## src/rtl/seg7_serial_driver.sv

```systemverilog
// Serial 7-segment chain driver: decodes an 8-digit hex word and shifts 64 active-low segment bits
// MSB-first into a 74HC595-style chain, then latches. Optional blinking is enabled by SEG7_BLINK_EN.
module seg7_serial_driver #(
  parameter int unsigned CLK_DIV        = 2,
  parameter int unsigned REFRESH_PERIOD = 1000000
`ifdef SEG7_BLINK_EN
  ,
  parameter int unsigned BLINK_PERIOD   = 25000000
`endif
) (
  input  logic        clk,
  input  logic        rst,
  input  logic [31:0] disp_num,
  input  logic [7:0]  point_n,
  input  logic [7:0]  digit_en,
`ifdef SEG7_BLINK_EN
  input  logic [7:0]  blink_mask,
`endif
  output logic        seg_clk,
  output logic        seg_dout,
  output logic        seg_latch,
  output logic        seg_clr_n,
  output logic        busy,
  output logic        frame_done
);

  typedef enum logic [2:0] {IDLE, LOAD, SHIFT_LO, SHIFT_HI, LATCH} state_t;

  localparam int unsigned RW       = (REFRESH_PERIOD > 1) ? $clog2(REFRESH_PERIOD) : 1;
  localparam logic [7:0]  DIV_LAST = 8'(CLK_DIV - 1);
`ifdef SEG7_BLINK_EN
  localparam int unsigned BW       = (BLINK_PERIOD > 1) ? $clog2(BLINK_PERIOD) : 1;
  localparam int unsigned SNAP_W   = 56;
`else
  localparam int unsigned SNAP_W   = 48;
`endif

  function automatic logic [6:0] seg7_lut(input logic [3:0] nib);
    logic [6:0] seg;
    case (nib)
      4'h0: seg = 7'h40;
      4'h1: seg = 7'h79;
      4'h2: seg = 7'h24;
      4'h3: seg = 7'h30;
      4'h4: seg = 7'h19;
      4'h5: seg = 7'h12;
      4'h6: seg = 7'h02;
      4'h7: seg = 7'h78;
      4'h8: seg = 7'h00;
      4'h9: seg = 7'h10;
      4'hA: seg = 7'h08;
      4'hB: seg = 7'h03;
      4'hC: seg = 7'h46;
      4'hD: seg = 7'h21;
      4'hE: seg = 7'h06;
      default: seg = 7'h0E;
    endcase
    return seg;
  endfunction

  state_t             state_q, state_d;
  logic [7:0]         div_q, div_d;
  logic [5:0]         bit_q, bit_d;
  logic [63:0]        frame_q, frame_d;
  logic [SNAP_W-1:0]  snap_q, snap_d;
  logic               pending_q, pending_d;
  logic [RW-1:0]      refresh_cnt_q, refresh_cnt_d;
  logic               seg_clk_q, seg_clk_d;
  logic               seg_dout_q, seg_dout_d;
  logic               seg_latch_q, seg_latch_d;
  logic               seg_clr_n_q, seg_clr_n_d;
  logic               busy_q, busy_d;
  logic               frame_done_q, frame_done_d;

  logic               refresh_hit;
  logic               blink_hit;
  logic [7:0]         blank;
  logic [SNAP_W-1:0]  snap_in;
  logic [63:0]        frame_in;
  logic               div_last;

  assign refresh_hit   = (refresh_cnt_q == RW'(REFRESH_PERIOD - 1));
  assign refresh_cnt_d = refresh_hit ? '0 : refresh_cnt_q + RW'(1);

`ifdef SEG7_BLINK_EN
  logic [BW-1:0] blink_cnt_q, blink_cnt_d;
  logic          blink_phase_q, blink_phase_d;

  assign blink_hit     = (blink_cnt_q == BW'(BLINK_PERIOD - 1));
  assign blink_cnt_d   = blink_hit ? '0 : blink_cnt_q + BW'(1);
  assign blink_phase_d = blink_phase_q ^ blink_hit;
  // Use the upcoming phase so a frame started by the toggle already shows the new phase.
  assign blank         = ~digit_en | (blink_phase_d ? blink_mask : 8'h00);
  assign snap_in       = {disp_num, point_n, digit_en, blink_mask};

  always_ff @(posedge clk) begin
    if (rst) begin
      blink_cnt_q   <= '0;
      blink_phase_q <= 1'b0;
    end else begin
      blink_cnt_q   <= blink_cnt_d;
      blink_phase_q <= blink_phase_d;
    end
  end
`else
  assign blink_hit = 1'b0;
  assign blank     = ~digit_en;
  assign snap_in   = {disp_num, point_n, digit_en};
`endif

  for (genvar gi = 0; gi < 8; gi++) begin : g_digit
    assign frame_in[gi*8 +: 8] = blank[gi] ? 8'hFF : {point_n[gi], seg7_lut(disp_num[gi*4 +: 4])};
  end

  assign div_last = (div_q == DIV_LAST);

  always_comb begin
    state_d      = state_q;
    div_d        = div_q;
    bit_d        = bit_q;
    frame_d      = frame_q;
    snap_d       = snap_q;
    pending_d    = pending_q | refresh_hit | blink_hit;
    seg_clk_d    = seg_clk_q;
    seg_dout_d   = seg_dout_q;
    seg_latch_d  = seg_latch_q;
    seg_clr_n_d  = 1'b1;
    busy_d       = busy_q;
    frame_done_d = 1'b0;
    case (state_q)
      IDLE: begin
        // A refresh expiring on the very cycle a frame starts is absorbed by that frame.
        if (pending_q || refresh_hit || blink_hit || (snap_in != snap_q)) begin
          state_d   = LOAD;
          snap_d    = snap_in;
          frame_d   = frame_in;
          pending_d = 1'b0;
          busy_d    = 1'b1;
        end
      end
      LOAD: begin
        state_d    = SHIFT_LO;
        bit_d      = 6'd63;
        div_d      = 8'd0;
        seg_clk_d  = 1'b0;
        seg_dout_d = frame_q[63];
      end
      SHIFT_LO: begin
        if (div_last) begin
          state_d   = SHIFT_HI;
          div_d     = 8'd0;
          seg_clk_d = 1'b1;
        end else begin
          div_d = div_q + 8'd1;
        end
      end
      SHIFT_HI: begin
        if (div_last) begin
          div_d     = 8'd0;
          seg_clk_d = 1'b0;
          if (bit_q == 6'd0) begin
            state_d     = LATCH;
            seg_latch_d = 1'b1;
          end else begin
            state_d    = SHIFT_LO;
            bit_d      = bit_q - 6'd1;
            seg_dout_d = frame_q[bit_q - 6'd1];
          end
        end else begin
          div_d = div_q + 8'd1;
        end
      end
      LATCH: begin
        if (div_last) begin
          state_d      = IDLE;
          div_d        = 8'd0;
          seg_latch_d  = 1'b0;
          frame_done_d = 1'b1;
          busy_d       = 1'b0;
        end else begin
          div_d = div_q + 8'd1;
        end
      end
      default: state_d = IDLE;
    endcase
  end

  always_ff @(posedge clk) begin
    if (rst) begin
      state_q       <= IDLE;
      div_q         <= 8'd0;
      bit_q         <= 6'd0;
      frame_q       <= '0;
      snap_q        <= '0;
      pending_q     <= 1'b1;
      refresh_cnt_q <= '0;
      seg_clk_q     <= 1'b0;
      seg_dout_q    <= 1'b0;
      seg_latch_q   <= 1'b0;
      seg_clr_n_q   <= 1'b0;
      busy_q        <= 1'b0;
      frame_done_q  <= 1'b0;
    end else begin
      state_q       <= state_d;
      div_q         <= div_d;
      bit_q         <= bit_d;
      frame_q       <= frame_d;
      snap_q        <= snap_d;
      pending_q     <= pending_d;
      refresh_cnt_q <= refresh_cnt_d;
      seg_clk_q     <= seg_clk_d;
      seg_dout_q    <= seg_dout_d;
      seg_latch_q   <= seg_latch_d;
      seg_clr_n_q   <= seg_clr_n_d;
      busy_q        <= busy_d;
      frame_done_q  <= frame_done_d;
    end
  end

  assign seg_clk    = seg_clk_q;
  assign seg_dout   = seg_dout_q;
  assign seg_latch  = seg_latch_q;
  assign seg_clr_n  = seg_clr_n_q;
  assign busy       = busy_q;
  assign frame_done = frame_done_q;

endmodule
```

## config.mk

```make
export PLATFORM = sky130hd
export DESIGN_NAME = seg7_serial_driver
export DESIGN_NICKNAME = d
export VERILOG_FILES = /design/src/rtl/seg7_serial_driver.sv
export SDC_FILE = /design/constraint.sdc
export NUM_CORES = 1
export LEC_CHECK = 0
export ABC_AREA = 0
export CAP_MARGIN = 20
export CORE_MARGIN = 2
export CORE_UTILIZATION = 40
export DETAILED_ROUTE_END_ITERATION = 8
export PLACE_DENSITY = 0.68
export SYNTH_ARGS = -nofsm -noshare
export SYNTH_HDL_FRONTEND = slang
export SYNTH_SLANG_ARGS = --single-unit
```

## constraint.sdc

```tcl
create_clock -name clk -period 4.63 [get_ports clk]
set_clock_uncertainty 0.15 [all_clocks]
set_input_delay 1.1575 -clock clk [delete_from_list [all_inputs] [get_ports clk]]
set_output_delay 1.1575 -clock clk [all_outputs]
set_load 0.1 [all_outputs]
```

==> results.sh, run 1 <==
export IMPL_numCtsBuffers=17
export IMPL_outcome="finished clean"
export IMPL_synth_distinct_cells=64
export IMPL_grt_first_pass_wirelength_mm=40.3
export IMPL_seq_area_um2=3120
export IMPL_grt_max_degree=114
export IMPL_p_per_area_nw_per_um2=391
export IMPL_synth_ff_type="dfxtp_1"
export IMPL_cts_path_max_buffers=2
export IMPL_crit_fanout=73
export IMPL_tightest_slew_ps=970
export IMPL_endpoint_kind="flip-flop"
export IMPL_dp_hpwl_mm=16.7
export IMPL_rsz0062_at_grt="no"
export IMPL_ys_seq_elements=156
export IMPL_synthCells=1091
export IMPL_crit_type="primary input to flip-flop"
export IMPL_coreArea_um2=23500
export IMPL_cap_violations=0
export IMPL_cp_required_ps=4750
export IMPL_io_buffers=55
export IMPL_finalSetupTns_ps=0
export IMPL_dieWidth_um=159
export IMPL_grt_pass1_vias=7750
export IMPL_root_buffer="clkbuf_16"
export IMPL_fin_util_pct=46.8
export IMPL_post_route_min_period_ps=3660
export IMPL_area_growth_syn_to_layout_pct=14.7
export IMPL_finalSetupViolations=0
export IMPL_postCtsSetupBuffers=0
export IMPL_multiInputGateArea_um2=5850
export IMPL_hold_class="flip-flop to flip-flop"
export IMPL_cts_sinks=156
export IMPL_finalHoldViolCount=0
export IMPL_maxSlewViolCount=0
export IMPL_yosys_warnings=0
export IMPL_clock_latency_ps=430
export IMPL_maxClockFrequency_ghz=0.273
export IMPL_die_area_um2=25300
export IMPL_postCtsHoldBufs=0
export IMPL_slew_headroom_pct=35.1
export IMPL_antennaDiodeCount=0
export IMPL_yosys_area_top_type_share_pct=32.5
export IMPL_start_kind="primary input"
export IMPL_arrival_ps=3780
export IMPL_vias=8240
export IMPL_die_height_um=159
export IMPL_grt_usage_pct=19.3
export IMPL_ys_seq_area_share_pct=32.5
export IMPL_synth_edf_count=0
export IMPL_drive_above_1_share_pct=15.0
export IMPL_via_per_inst=5.71
export IMPL_initial_core_util_pct=40.8
export IMPL_cts_tree="yes"
export IMPL_wl_per_cell_um=17.3
export IMPL_drtIter0Drc=738
export IMPL_gp_congestion=0.831
export IMPL_fillers=2285
export IMPL_async_flop_share_pct=0
export IMPL_cts_repair_resized=0
export IMPL_postRouteAntennaNets=0
export IMPL_design_area_um2=11000
export IMPL_placed_cell_area_um2=10500
export IMPL_finalNetCount=1216
export IMPL_synth_top_area_cell="dfxtp_1"
export IMPL_p_leak_uw=0.00426
export IMPL_cts_clk_slew_worst_paths_ps=60
export IMPL_cts_htree_levels=4
export IMPL_overflow=0
export IMPL_drc=0
export IMPL_rows=56
export IMPL_peakVddDrop_mv=0.246
export IMPL_ioPinCount=56
export IMPL_wl_mm=24.9
export IMPL_period_share_pct=79.1
export IMPL_syn_num_nets=1194
export IMPL_grt_antenna_before_repair=0
export IMPL_synth_area_leaders="dfxtp_1 32%, ha_1 6.9%, a21oi_1 6.5%"
export IMPL_drtPass1Iterations=6
export IMPL_netlist_area_um2=9610
export IMPL_syn_area_per_cell_um2=8.81
cell families (layout without fill, tap and decap cells):
kind of cell	count (synthesis)	after routing	share of synthesized area [%]
mux	48	48	8.25
compound gates	307	307	20.3
fa+ha+maj	53	53	6.90
simple gates	321	321	19.0
xor+xnor	69	69	6.29
flops	156	156	32.5
buf+inv	137	171	6.86
cell usage after synthesis (10+ instances only):
master and count:
nor3_2 21, o21ai_0 64, clkbuf_1 66, buf_2 12
a311oi_1 31, buf_6 10, dfxtp_1 156, o221ai_1 14
mux2_2 10, mux4_2 24, nor4_1 14, a21oi_1 124
nor2b_1 14, nor2_1 55, mux2i_1 14, nor3_1 35
ha_1 53, nand2_1 42, and3_1 10, nand3_1 62
a21oi_2 21, xor2_1 61, inv_1 39
power breakdown:
| group | internal (µW) | total (µW) | switching (µW) | leakage [µW] |
|---|---|---|---|---|
| sequential | 1520 | 1640 | 119 | 0.00129 |
| clock | 786 | 1370 | 585 | 0.000283 |
| combinational | 548 | 1300 | 751 | 0.00269 |
| total | 2860 | 4310 | 1450 | 0.00426 |
metrics by stage:
stage / instances / total power [µW] / hold slack (ps) / setup slack, ps
2_1_floorplan: 1091 / 2580 / 263 / 1330
3_3_place_gp: 1413 / 2940 / 272 / 595
3_5_place_dp: 1413 / 2960 / 292 / 560
4_1_cts: 1444 / 4330 / 309 / 1010
5_1_grt: 1444 / 4520 / 345 / 824
6_report: 1444 / 4310 / 316 / 967
registers in the layout, indices dropped and copies added (netlist names):
register,cells
bit_q,6
busy,1
div_q,8
frame_done,1
frame_q,64
pending_q,1
refresh_cnt_q,20
seg_clk,1
seg_clr_n,1
seg_dout,1
seg_latch,1
snap_q,48
state_q,3
worst max-delay path, cell delays in order:
cell and delay (ps):
clkdlybuf4s50_1 700, xor2_1 210, nor4_1 260, nand4_1 230, or4_4 610, buf_12 210, a21oi_1 230, a311oi_1 80
layout by cell type, fill, tap and decap left out, types with 34 or more instances in the layout:
| cell | synthesis | routed |
|---|---|---|
| nand2_1 | 42 | 42 |
| clkdlybuf4s50_1 | 0 | 54 |
| dfxtp_1 | 156 | 156 |
| nor2_1 | 55 | 55 |
| inv_1 | 39 | 39 |
| a21oi_1 | 124 | 124 |
| nand3_1 | 62 | 62 |
| buf_4 | 3 | 43 |
| ha_1 | 53 | 53 |
| o21ai_0 | 64 | 64 |
| nor3_1 | 35 | 34 |
| xor2_1 | 61 | 60 |
routing by layer:
metal	GRT usage, %	vias to the layer above	part of all wire, %
met3	3.15	46	5.1
met5	0	-	0
met4	7.98	0	3.0
met2	31.0	223	47
met1	25.8	3941	45
li1	-	4030	-
final cells by class:
| type | instances | share of cell area (%) |
|---|---|---|
| multi-input cells | 798 | 53.1 |
| inverters | 40 | 1.36 |
| clock buffers | 20 | 4.23 |
| clock inverters | 11 | 0.987 |
| flip-flops and latches | 156 | 28.3 |
| repair buffers | 100 | 8.37 |
| well taps | 319 | 3.62 |
final timing paths:
path | startpoint | endpoint | slack [ps] | cells past startpoint
max | disp_num[1] | frame_q[31]$_SDFFE_PP0P_ | 970 | 8
min | refresh_cnt_q[0]$_SDFF_PP0_ | refresh_cnt_q[0]$_SDFF_PP0_ | 320 | 1
max reg2reg | bit_q[0]$_SDFFE_PP0P_ | seg_dout$_SDFFE_PP0P_ | 1390 | 9
min reg2reg | refresh_cnt_q[0]$_SDFF_PP0_ | refresh_cnt_q[0]$_SDFF_PP0_ | 320 | 1
Power figures use the tool's default switching activity.
==> inputs of run 2 (changes only) <==
--- a/config.mk
+++ b/config.mk
@@ -10,7 +10,7 @@
 export CORE_MARGIN = 2
 export CORE_UTILIZATION = 40
 export DETAILED_ROUTE_END_ITERATION = 8
-export PLACE_DENSITY = 0.68
+export PLACE_DENSITY = 0.7
 export SYNTH_ARGS = -nofsm -noshare
 export SYNTH_HDL_FRONTEND = slang
 export SYNTH_SLANG_ARGS = --single-unit
==> constraint.sdc (replaced) <==
create_clock -name clk -period 3.2 [get_ports clk]
set_clock_uncertainty 0.15 [all_clocks]
set_input_delay 0.8 -clock clk [delete_from_list [all_inputs] [get_ports clk]]
set_output_delay 0.8 -clock clk [all_outputs]
set_load 0.1 [all_outputs]
==> results.sh, run 2 (synthesized netlist as in run 1, its figures left out) <==
export IMPL_cts_path_max_buffers=2
export IMPL_drtIter0Drc=583
export IMPL_period_share_pct=94.7
export IMPL_design_area_um2=11400
export IMPL_reg2reg_slack_ps=290
export IMPL_cap_violations=0
export IMPL_largest_register="frame_q"
export IMPL_vias=8302
export IMPL_io_buffers=55
export IMPL_clkPwrFrac_pct=33.2
export IMPL_overflow=0
export IMPL_finalSetupViolations=0
export IMPL_finalHoldViolCount=0
export IMPL_drtPass1Iterations=5
export IMPL_largest_register_ffs=64
export IMPL_drive_above_1_share_pct=17.7
export IMPL_dp_hpwl_mm=16.9
export IMPL_outcome="finished clean"
export IMPL_grt_pass1_vias=8022
export IMPL_sw_frac_of_total_pct=32.5
export IMPL_die_area_um2=25300
export IMPL_dieWidth_um=159
export IMPL_grt_usage_pct=19.7
export IMPL_via_per_inst=5.62
export IMPL_arrival_ps=3160
export IMPL_mostFrequentLayoutCell="dfxtp_1"
export IMPL_gp_congestion=0.849
export IMPL_cts_repair_resized=0
export IMPL_grt_antenna_before_repair=0
export IMPL_ioPinCount=56
export IMPL_peakVddDrop_mv=0.393
export IMPL_total_power_uw=6480
export IMPL_finalNetCount=1247
export IMPL_crit_fanout=18
export IMPL_cp_required_ps=3330
export IMPL_tightest_slew_ps=837
export IMPL_reg_largest_list="frame_q: 64 flops, snap_q: 48 flops, refresh_cnt_q: 20 flops"
export IMPL_combinationalPowerShare_pct=30.1
export IMPL_clock_latency_ps=430
export IMPL_slew_headroom_pct=43.8
export IMPL_wl_per_cell_um=17.0
export IMPL_area_growth_syn_to_layout_pct=18.3
export IMPL_root_buffer="clkbuf_16"
export IMPL_start_kind="primary input"
export IMPL_initial_core_util_pct=40.8
export IMPL_post_route_min_period_ps=3030
export IMPL_cts_tree="yes"
export IMPL_cts_sinks=156
export IMPL_crit_type="primary input to flip-flop"
export IMPL_seqPwrFrac_pct=36.7
export IMPL_endpoint_kind="flip-flop"
export IMPL_power_switching_uw=2100
export IMPL_maxClockFrequency_ghz=0.330
export IMPL_postCtsSetupBuffers=0
export IMPL_antennaDiodeCount=0
export IMPL_internal_power_uw=4380
export IMPL_cts_htree_levels=4
export IMPL_cts_clk_slew_worst_paths_ps=60
export IMPL_grt_max_degree=135
export IMPL_rsz0062_at_grt="no"
export IMPL_maxSlewViolCount=0
export IMPL_postRouteAntennaNets=0
export IMPL_final_cell_mix="156 x dfxtp_1, 124 x a21oi_1, 73 x buf_4"
export IMPL_rows=56
export IMPL_p_per_area_nw_per_um2=570
export IMPL_numCtsBuffers=17
export IMPL_hold_class="flip-flop to flip-flop"
export IMPL_grt_first_pass_wirelength_mm=41.0
export IMPL_coreArea_um2=23500
export IMPL_postCtsHoldBufs=0
export IMPL_placed_cell_area_um2=10800
export IMPL_drc=0
export IMPL_p_leak_uw=0.00447
export IMPL_die_height_um=159
export IMPL_wl_mm=25.0
[run 2: changes by cell type in the layout (fill, tap and decap cells not counted), moves of 3 or more]
cell and change:
buf_4 +30, buf_12 +7, clkdlybuf4s50_1 -6, clkinv_4 -4
clkinvlp_4 +3
[run 2: worst paths after layout]
check / startpoint / to / depth (start not counted)
max: disp_num[31] / frame_q[53]$_SDFFE_PP0P_ / 8
min: refresh_cnt_q[0]$_SDFF_PP0_ / refresh_cnt_q[0]$_SDFF_PP0_ / 1
max reg2reg: bit_q[0]$_SDFFE_PP0P_ / seg_dout$_SDFFE_PP0P_ / 7
min reg2reg: refresh_cnt_q[0]$_SDFF_PP0_ / refresh_cnt_q[0]$_SDFF_PP0_ / 1
[run 2: per-stage QoR]
stage	setup TNS [ps]	hold slack [ps]	utilization, %	setup slack [ps]	cells
global route	0	319	48.3	12.7	1476
detailed placement	-22660	287	45.7	-257	1444
global placement	-22640	271	45.7	-264	1444
CTS	0	295	48.3	165	1476
finish	0	290	48.3	170	1476
floorplan	0	263	-	211	1091
[run 2: routing by layer]
metal	up-vias	global-route usage, %	wire length (µm)
met5	-	0	0
met4	0	6.45	606
met3	38	3.88	1120
met2	194	32.5	11900
li1	4090	-	-
met1	3980	25.8	11400
[run 2: critical path, stage by stage]
cell	delay, ps
clkdlybuf4s50_1	500
xor2_1	180
nor4_1	390
nand4_1	170
or4_4	620
buf_4	240
a21oi_1	160
a311oi_1	80
[run 2: power by group through the flow]
| stage | combinational (µW) | sequential [µW] | clock, µW |
|---|---|---|---|
| after global placement | 1910 | 2410 | 0 |
| after floorplan | 1330 | 2410 | 0 |
| after CTS | 1950 | 2370 | 2180 |
| after detailed placement | 1950 | 2420 | 0 |
| final | 1950 | 2380 | 2150 |
| after global routing | 2120 | 2400 | 2270 |
[run 2: final cells by class]
cell class | count | area (µm²)
inverter | 40 | 150
clock buffer | 23 | 488
fill | 2259 | 12200
clock inverter | 9 | 134
multi-input combinational | 798 | 5850
timing repair buffer | 131 | 1230
sequential | 156 | 3120
tap | 319 | 399
